==> config.mk <==
export PLATFORM = sky130hd
export DESIGN_NAME = lcd_bus_responder
export DESIGN_NICKNAME = d
export VERILOG_FILES = /design/src/rtl/lcd_bus_responder.sv
export SDC_FILE = /design/constraint.sdc
export NUM_CORES = 1
export LEC_CHECK = 0
export BUFFER_PORTS_ARGS = -buffer_cell sky130_fd_sc_hd__buf_4
export CAP_MARGIN = 20
export CORE_UTILIZATION = 51
export DETAILED_ROUTE_END_ITERATION = 8
export HOLD_SLACK_MARGIN = 0.06
export PLACE_DENSITY = 0.86
export SKIP_LAST_GASP = 1
export SYNTH_ARGS = -nofsm -noshare
export SYNTH_HDL_FRONTEND = slang
export SYNTH_SLANG_ARGS = --single-unit
==> constraint.sdc <==
create_clock -name SYS_clk -period 2.51 [get_ports SYS_clk]
set_input_delay 0.3765 -clock SYS_clk [delete_from_list [all_inputs] [get_ports SYS_clk]]
set_output_delay 0.3765 -clock SYS_clk [all_outputs]
set_load 0.005 [all_outputs]
==> src/rtl/lcd_bus_responder.sv <==
// HD44780-style LCD bus responder: decodes controller strobes, tracks DDRAM address,
// models busy timing. Optional 4-bit interface enabled by defining LCD_RESP_4BIT_EN.
module lcd_bus_responder #(
  parameter int unsigned BUSY_SHORT = 2000,
  parameter int unsigned BUSY_LONG  = 76000
) (
  input  logic         SYS_clk,
  input  logic         SYS_reset,
  input  logic [14:4]  pin,
  output logic [7:0]   rd_data,
  output logic         rd_oe,
  output logic         char_valid,
  output logic [7:0]   char_code,
  output logic [6:0]   char_addr,
  output logic         busy,
  output logic [6:0]   ddram_addr,
  output logic [2:0]   disp_ctrl,
  output logic         proto_err
);

  localparam int unsigned BUSY_MAX = (BUSY_LONG > BUSY_SHORT) ? BUSY_LONG : BUSY_SHORT;
  localparam int unsigned CNT_W    = $clog2(BUSY_MAX + 1);

  typedef enum logic [1:0] {IDLE, STROBE, EXEC} state_t;

  state_t           state;
  logic [14:4]      sync1, sync2;
  logic             e_d;
  logic             e_s, rs_s, rw_s;
  logic [7:0]       db_s;
  logic             e_rise_c, e_fall_c;
  logic             cmd_pend, cmd_rs;
  logic [7:0]       cmd_db;
  logic             long_cmd_c;
  logic             inc_dec;
  logic [CNT_W-1:0] busy_cnt;
  logic [7:0]       status_c;
`ifdef LCD_RESP_4BIT_EN
  logic             four_bit;
  logic             nib_phase;
  logic [3:0]       nib_hi;
`endif

  assign e_s      = sync2[6];
  assign rs_s     = sync2[4];
  assign rw_s     = sync2[5];
  assign db_s     = sync2[14:7];
  assign e_rise_c = e_s & ~e_d;
  assign e_fall_c = ~e_s & e_d;

  // Clear Display and Return Home are the only slow instructions
  assign long_cmd_c = ~cmd_rs && (cmd_db[7:2] == 6'b0) && (cmd_db[1:0] != 2'b0);

  // Read-back value: status for instruction reads, zero for data reads
  assign status_c = rs_s ? 8'h00 : {busy, ddram_addr};

  always_ff @(posedge SYS_clk or posedge SYS_reset) begin
    if (SYS_reset) begin
      sync1      <= '0;
      sync2      <= '0;
      e_d        <= 1'b0;
      state      <= IDLE;
      rd_data    <= 8'h00;
      rd_oe      <= 1'b0;
      char_valid <= 1'b0;
      char_code  <= 8'h00;
      char_addr  <= 7'h00;
      busy       <= 1'b0;
      ddram_addr <= 7'h00;
      disp_ctrl  <= 3'b000;
      proto_err  <= 1'b0;
      cmd_pend   <= 1'b0;
      cmd_rs     <= 1'b0;
      cmd_db     <= 8'h00;
      inc_dec    <= 1'b1;
      busy_cnt   <= '0;
`ifdef LCD_RESP_4BIT_EN
      four_bit   <= 1'b0;
      nib_phase  <= 1'b0;
      nib_hi     <= 4'h0;
`endif
    end else begin
      sync1      <= pin;
      sync2      <= sync1;
      e_d        <= e_s;
      char_valid <= 1'b0;
      proto_err  <= 1'b0;
      cmd_pend   <= 1'b0;

      // Busy countdown; a freshly executed command below reloads it
      if (busy) begin
        if (busy_cnt == '0) busy <= 1'b0;
        else                busy_cnt <= busy_cnt - CNT_W'(1);
      end

      // Read strobe: drive status from E rising until E falling
      if (e_fall_c) begin
        rd_oe   <= 1'b0;
        rd_data <= 8'h00;
      end else if ((e_rise_c && rw_s) || rd_oe) begin
        rd_oe <= 1'b1;
`ifdef LCD_RESP_4BIT_EN
        rd_data <= (four_bit && nib_phase) ? {status_c[3:0], 4'h0} : status_c;
`else
        rd_data <= status_c;
`endif
      end

      case (state)
        IDLE: begin
          if (e_rise_c) state <= STROBE;
        end
        STROBE: begin
          if (e_fall_c) begin
            state <= IDLE;
            if (rw_s) begin
`ifdef LCD_RESP_4BIT_EN
              if (four_bit) nib_phase <= ~nib_phase;
`endif
            end else if (busy) begin
              proto_err <= 1'b1;
            end else begin
`ifdef LCD_RESP_4BIT_EN
              if (four_bit && !nib_phase) begin
                nib_hi    <= db_s[7:4];
                nib_phase <= 1'b1;
              end else begin
                nib_phase <= 1'b0;
                cmd_pend  <= 1'b1;
                cmd_rs    <= rs_s;
                cmd_db    <= four_bit ? {nib_hi, db_s[7:4]} : db_s;
                state     <= EXEC;
              end
`else
              cmd_pend <= 1'b1;
              cmd_rs   <= rs_s;
              cmd_db   <= db_s;
              state    <= EXEC;
`endif
            end
          end
        end
        EXEC: begin
          if (e_rise_c)                   state <= STROBE;
          else if (busy && busy_cnt == '0) state <= IDLE;
        end
        default: state <= IDLE;
      endcase

      // Latched command takes effect one cycle after the falling edge
      if (cmd_pend) begin
        busy     <= 1'b1;
        busy_cnt <= long_cmd_c ? CNT_W'(BUSY_LONG - 1) : CNT_W'(BUSY_SHORT - 1);
        if (cmd_rs) begin
          char_valid <= 1'b1;
          char_code  <= cmd_db;
          char_addr  <= ddram_addr;
          ddram_addr <= inc_dec ? ddram_addr + 7'd1 : ddram_addr - 7'd1;
        end else begin
          casez (cmd_db)
            8'b1???????: ddram_addr <= cmd_db[6:0];
            8'b01??????: ;
            8'b001?????: begin
`ifdef LCD_RESP_4BIT_EN
              four_bit <= ~cmd_db[4];
              if (cmd_db[4]) nib_phase <= 1'b0;
`endif
            end
            8'b0001????: ;
            8'b00001???: disp_ctrl <= cmd_db[2:0];
            8'b000001??: inc_dec <= cmd_db[1];
            8'b0000001?: ddram_addr <= 7'h00;
            8'b00000001: begin
              ddram_addr <= 7'h00;
              inc_dec    <= 1'b1;
            end
            default: ;
          endcase
        end
      end
    end
  end

endmodule

==> impl_results.md <==
- Synthesis-to-finish area growth: 23.6%
- Synth warn: 0
- GRT overflow: 0
- Top post-synthesis cells by area: dfrtp_1 58%, mux2_2 7.7%, o21ai_0 2.4%, a22o_1 2.3%, ha_1 2.0%
- Post-synth EDFFs: 0
- Worst min path class: input pin to flop
- CTS tree: done
- Initial antenna violation count: 0
- Pint: between 3000 and 4000 uW
- Pwr dens: between 1000 and 1500 nW/um2
- Pre-antenna DRT Iters: 4
- Max Clk Rate: a little over 400 MHz
- Final net count: roughly 400
- Hold Vio Cnt, Final: 0
- Critical Path Start Type: flop
- Normalized max-slew margin: 0.561
- Global-route wire length before repair: 12800 um
- CP arrival: around 2.7 ns
- Final max-slew violation count: 0
- Reg-to-Reg Start: inc_dec
- Worst setup startpoint: inc_dec
- Register area: 2250 um2
- Site Rows: 31
- Leakage power: 0.00221 uW
- DR vias/cell: between 5 and 6
- Placer Congestion: 0.887
- Synth Register Bits: 90
- Clock Skews: about 0.014 ns
- Root Buffer: clkbuf_8
- Share of power burned in registers: 0.429
- Commonest non-fill, non-tap cells in the layout: 89 x dfrtp_1, 70 x buf_4, 26 x mux2_2, 18 x nand2_1, 17 x o21ai_0
- Vias post-DR: between 2000 and 3000
- Largest net degree at the start of global routing: 91
- Final period util: 0.988
- Final setup fails: 0
- Vias in the first global route: between 2000 and 3000
- Post-Place Setup Slack: between 0.02 and 0.03 ns
- Syn_nets: 332
- Min Clock Period, post-route: between 2 and 2.5 ns
- Total Negative Setup Slacks: 0 ns
- Synth area leader: dfrtp_1
- Core Box Area: 7250 um2
- Worst Path Required: approximately 2.8 ns
- Switching Power: approximately 1800 uW
- Clock sink total: 90
- Worst-path clk slew: ~0.1 ns
- Routed WL per cell: 16.4 um
- Fill cells: about 540
- Placed inst area: around 4400 um2
- Die area: approximately 7800 um2
- Status: finished, final reports clean
- Most common library cell in the layout ignoring fill and taps: dfrtp_1
- Final Core Density: 0.650
- Crit. End Element: flop
- Dpl hpwl: 5290 um
- Clk Latency, worst-skew pair: 0.36 ns
- Number of diodes: 0
- VDD IR-drop max: between 0.4 and 0.5 mV
- Initial DRC count: 225
- Crit Path Max Fanout: 7
- Die Y-Extent: 88.5 um
- Top FF cell, synth: dfrtp_1
- Synth top area share: 0.584
- Synth async-reset ratio: 1.00
- Sequential-to-total area share from yosys stat: 0.590
- Clk pwr share: 0.211
- Cell count after synthesis: 312
- Max Cap Viol: 0
- Net Sw Frac: 0.357
- Share of cells above drive strength 1: 0.332
- Design Area, Final: between 4000 and 5000 um2
- Starting Density: 0.526
- Die Width: between 80 and 90 um
- Comb pwr share: 0.360
- Setup WS post-layout: 0.0304 ns
- Worst-Margin Slew: 0.658 ns
- Avg Cell Area, Syn: ~12 um2
- Number of I/O pins: 50
- Detail Route Antenna Nets: 0
- Min-delay src: pin[10]
- Post-synthesis cell area: 3820 um2
- Routed wire length: between 7000 and 8000 um
- IO buf count: 49
- Total GRT Usage: 0.220
- H-tree Lvls: 3
- DRC: 0
- Setup CP Type: flop to flop
- Netlist cell types: between 50 and 60
- Max Buffers Root-to-Sink: 2
- Area of the multi-input gates: around 1500 um2
- CTS buffer count: 9
-- power groups by stage --
stage	Clock (uW)	Sequential, uW	Combinational, uW
after floorplan	0	2030	1090
after global placement	0	2120	1490
after detailed placement	0	2140	1570
after CTS	1070	2120	1600
after global routing	1130	2190	1960
final	1050	2130	1790
-- cell usage after synthesis, types with 3 or more instances --
| cell | count |
|---|---|
| a21oi_1 | 7 |
| mux2i_1 | 3 |
| o21ai_0 | 18 |
| clkbuf_1 | 10 |
| nand2_1 | 18 |
| ha_1 | 6 |
| a21o_1 | 4 |
| mux2_2 | 26 |
| xor2_1 | 5 |
| nor2_1 | 14 |
| nand2b_1 | 12 |
| nor4_1 | 5 |
| a22o_1 | 10 |
| xnor2_1 | 6 |
| o2111ai_1 | 3 |
| nor3b_1 | 4 |
| a211oi_1 | 5 |
| nor2b_1 | 5 |
| inv_1 | 10 |
| dfrtp_1 | 89 |
| nor3_1 | 9 |
-- worst max-delay path, cell delays in order (launching register included) --
cell	delay, ns
dfstp_2	0.60
clkinvlp_4	0.25
ha_4	0.36
a211oi_2	0.08
or4b_4	0.52
o2111ai_2	0.10
mux2_2	0.35
o311a_1	0.12
-- metal layers --
metal	global-route usage	wire length, um	vias to the layer above
met4	0.106	112	0
met5	0	0	-
met1	0.298	3510	1389
met2	0.343	3970	84
li1	-	-	1273
met3	0.0420	396	10
-- layout make-up --
class                      count  share of cell area
clock buffer                   9              0.0263
clock inverter                 7              0.0186
inverter                      10             0.00955
multi-input combinational    201               0.326
sequential                    90               0.478
tap                           99              0.0263
timing repair buffer          71               0.116
-- stage by stage --
step / total power (uW) / instances / hold WS [ns]
finish: 4970 / 487 / 0.116
global placement: 3610 / 466 / 0.332
CTS: 4790 / 482 / 0.0955
floorplan: 3110 / 312 / 0.331
detailed placement: 3710 / 466 / 0.335
global route: 5280 / 487 / 0.0938
-- repair_timing --
item                                    4_1_cts  5_1_grt
endpoints found under the setup margin        0        1
setup buffers                                 0        5
hold buffers                                  0        0
resized for setup                             0        9
-- flip-flops by register name, summed over array words and instances, names as in the netlist, 2 cells and up --
name        flops
busy_cnt       17
char_addr       7
char_code       8
cmd_db          8
ddram_addr      7
disp_ctrl       3
rd_data         8
state           2
sync1          11
sync2          11
-- logic make-up (layout without fill, tap and decap cells) --
group,after synthesis,in the layout,synth area share
AOI/OAI and AO/OA,71,71,0.132
muxes,29,29,0.0846
DFF,90,90,0.590
and+or+nand+nor,83,83,0.120
buffers and inverters,21,97,0.0226
adders and majority gates,7,7,0.0249
xor gates and xnor gates,11,11,0.0252
-- path summary, 6_finish.rpt --
path / endpoint / slack [ns] / cells after the start
hold / removal: sync1[10] / 0.12 / 1
min in group asynchronous: sync2[5] / 0.13 / 3
setup reg to reg: ddram_addr[6] / 0.03 / 7
hold reg to reg: sync2[6] / 0.35 / 0
max in group asynchronous: inc_dec / 2.01 / 3
setup / recovery: ddram_addr[6] / 0.03 / 7
(Power assumes the default switching activity.)
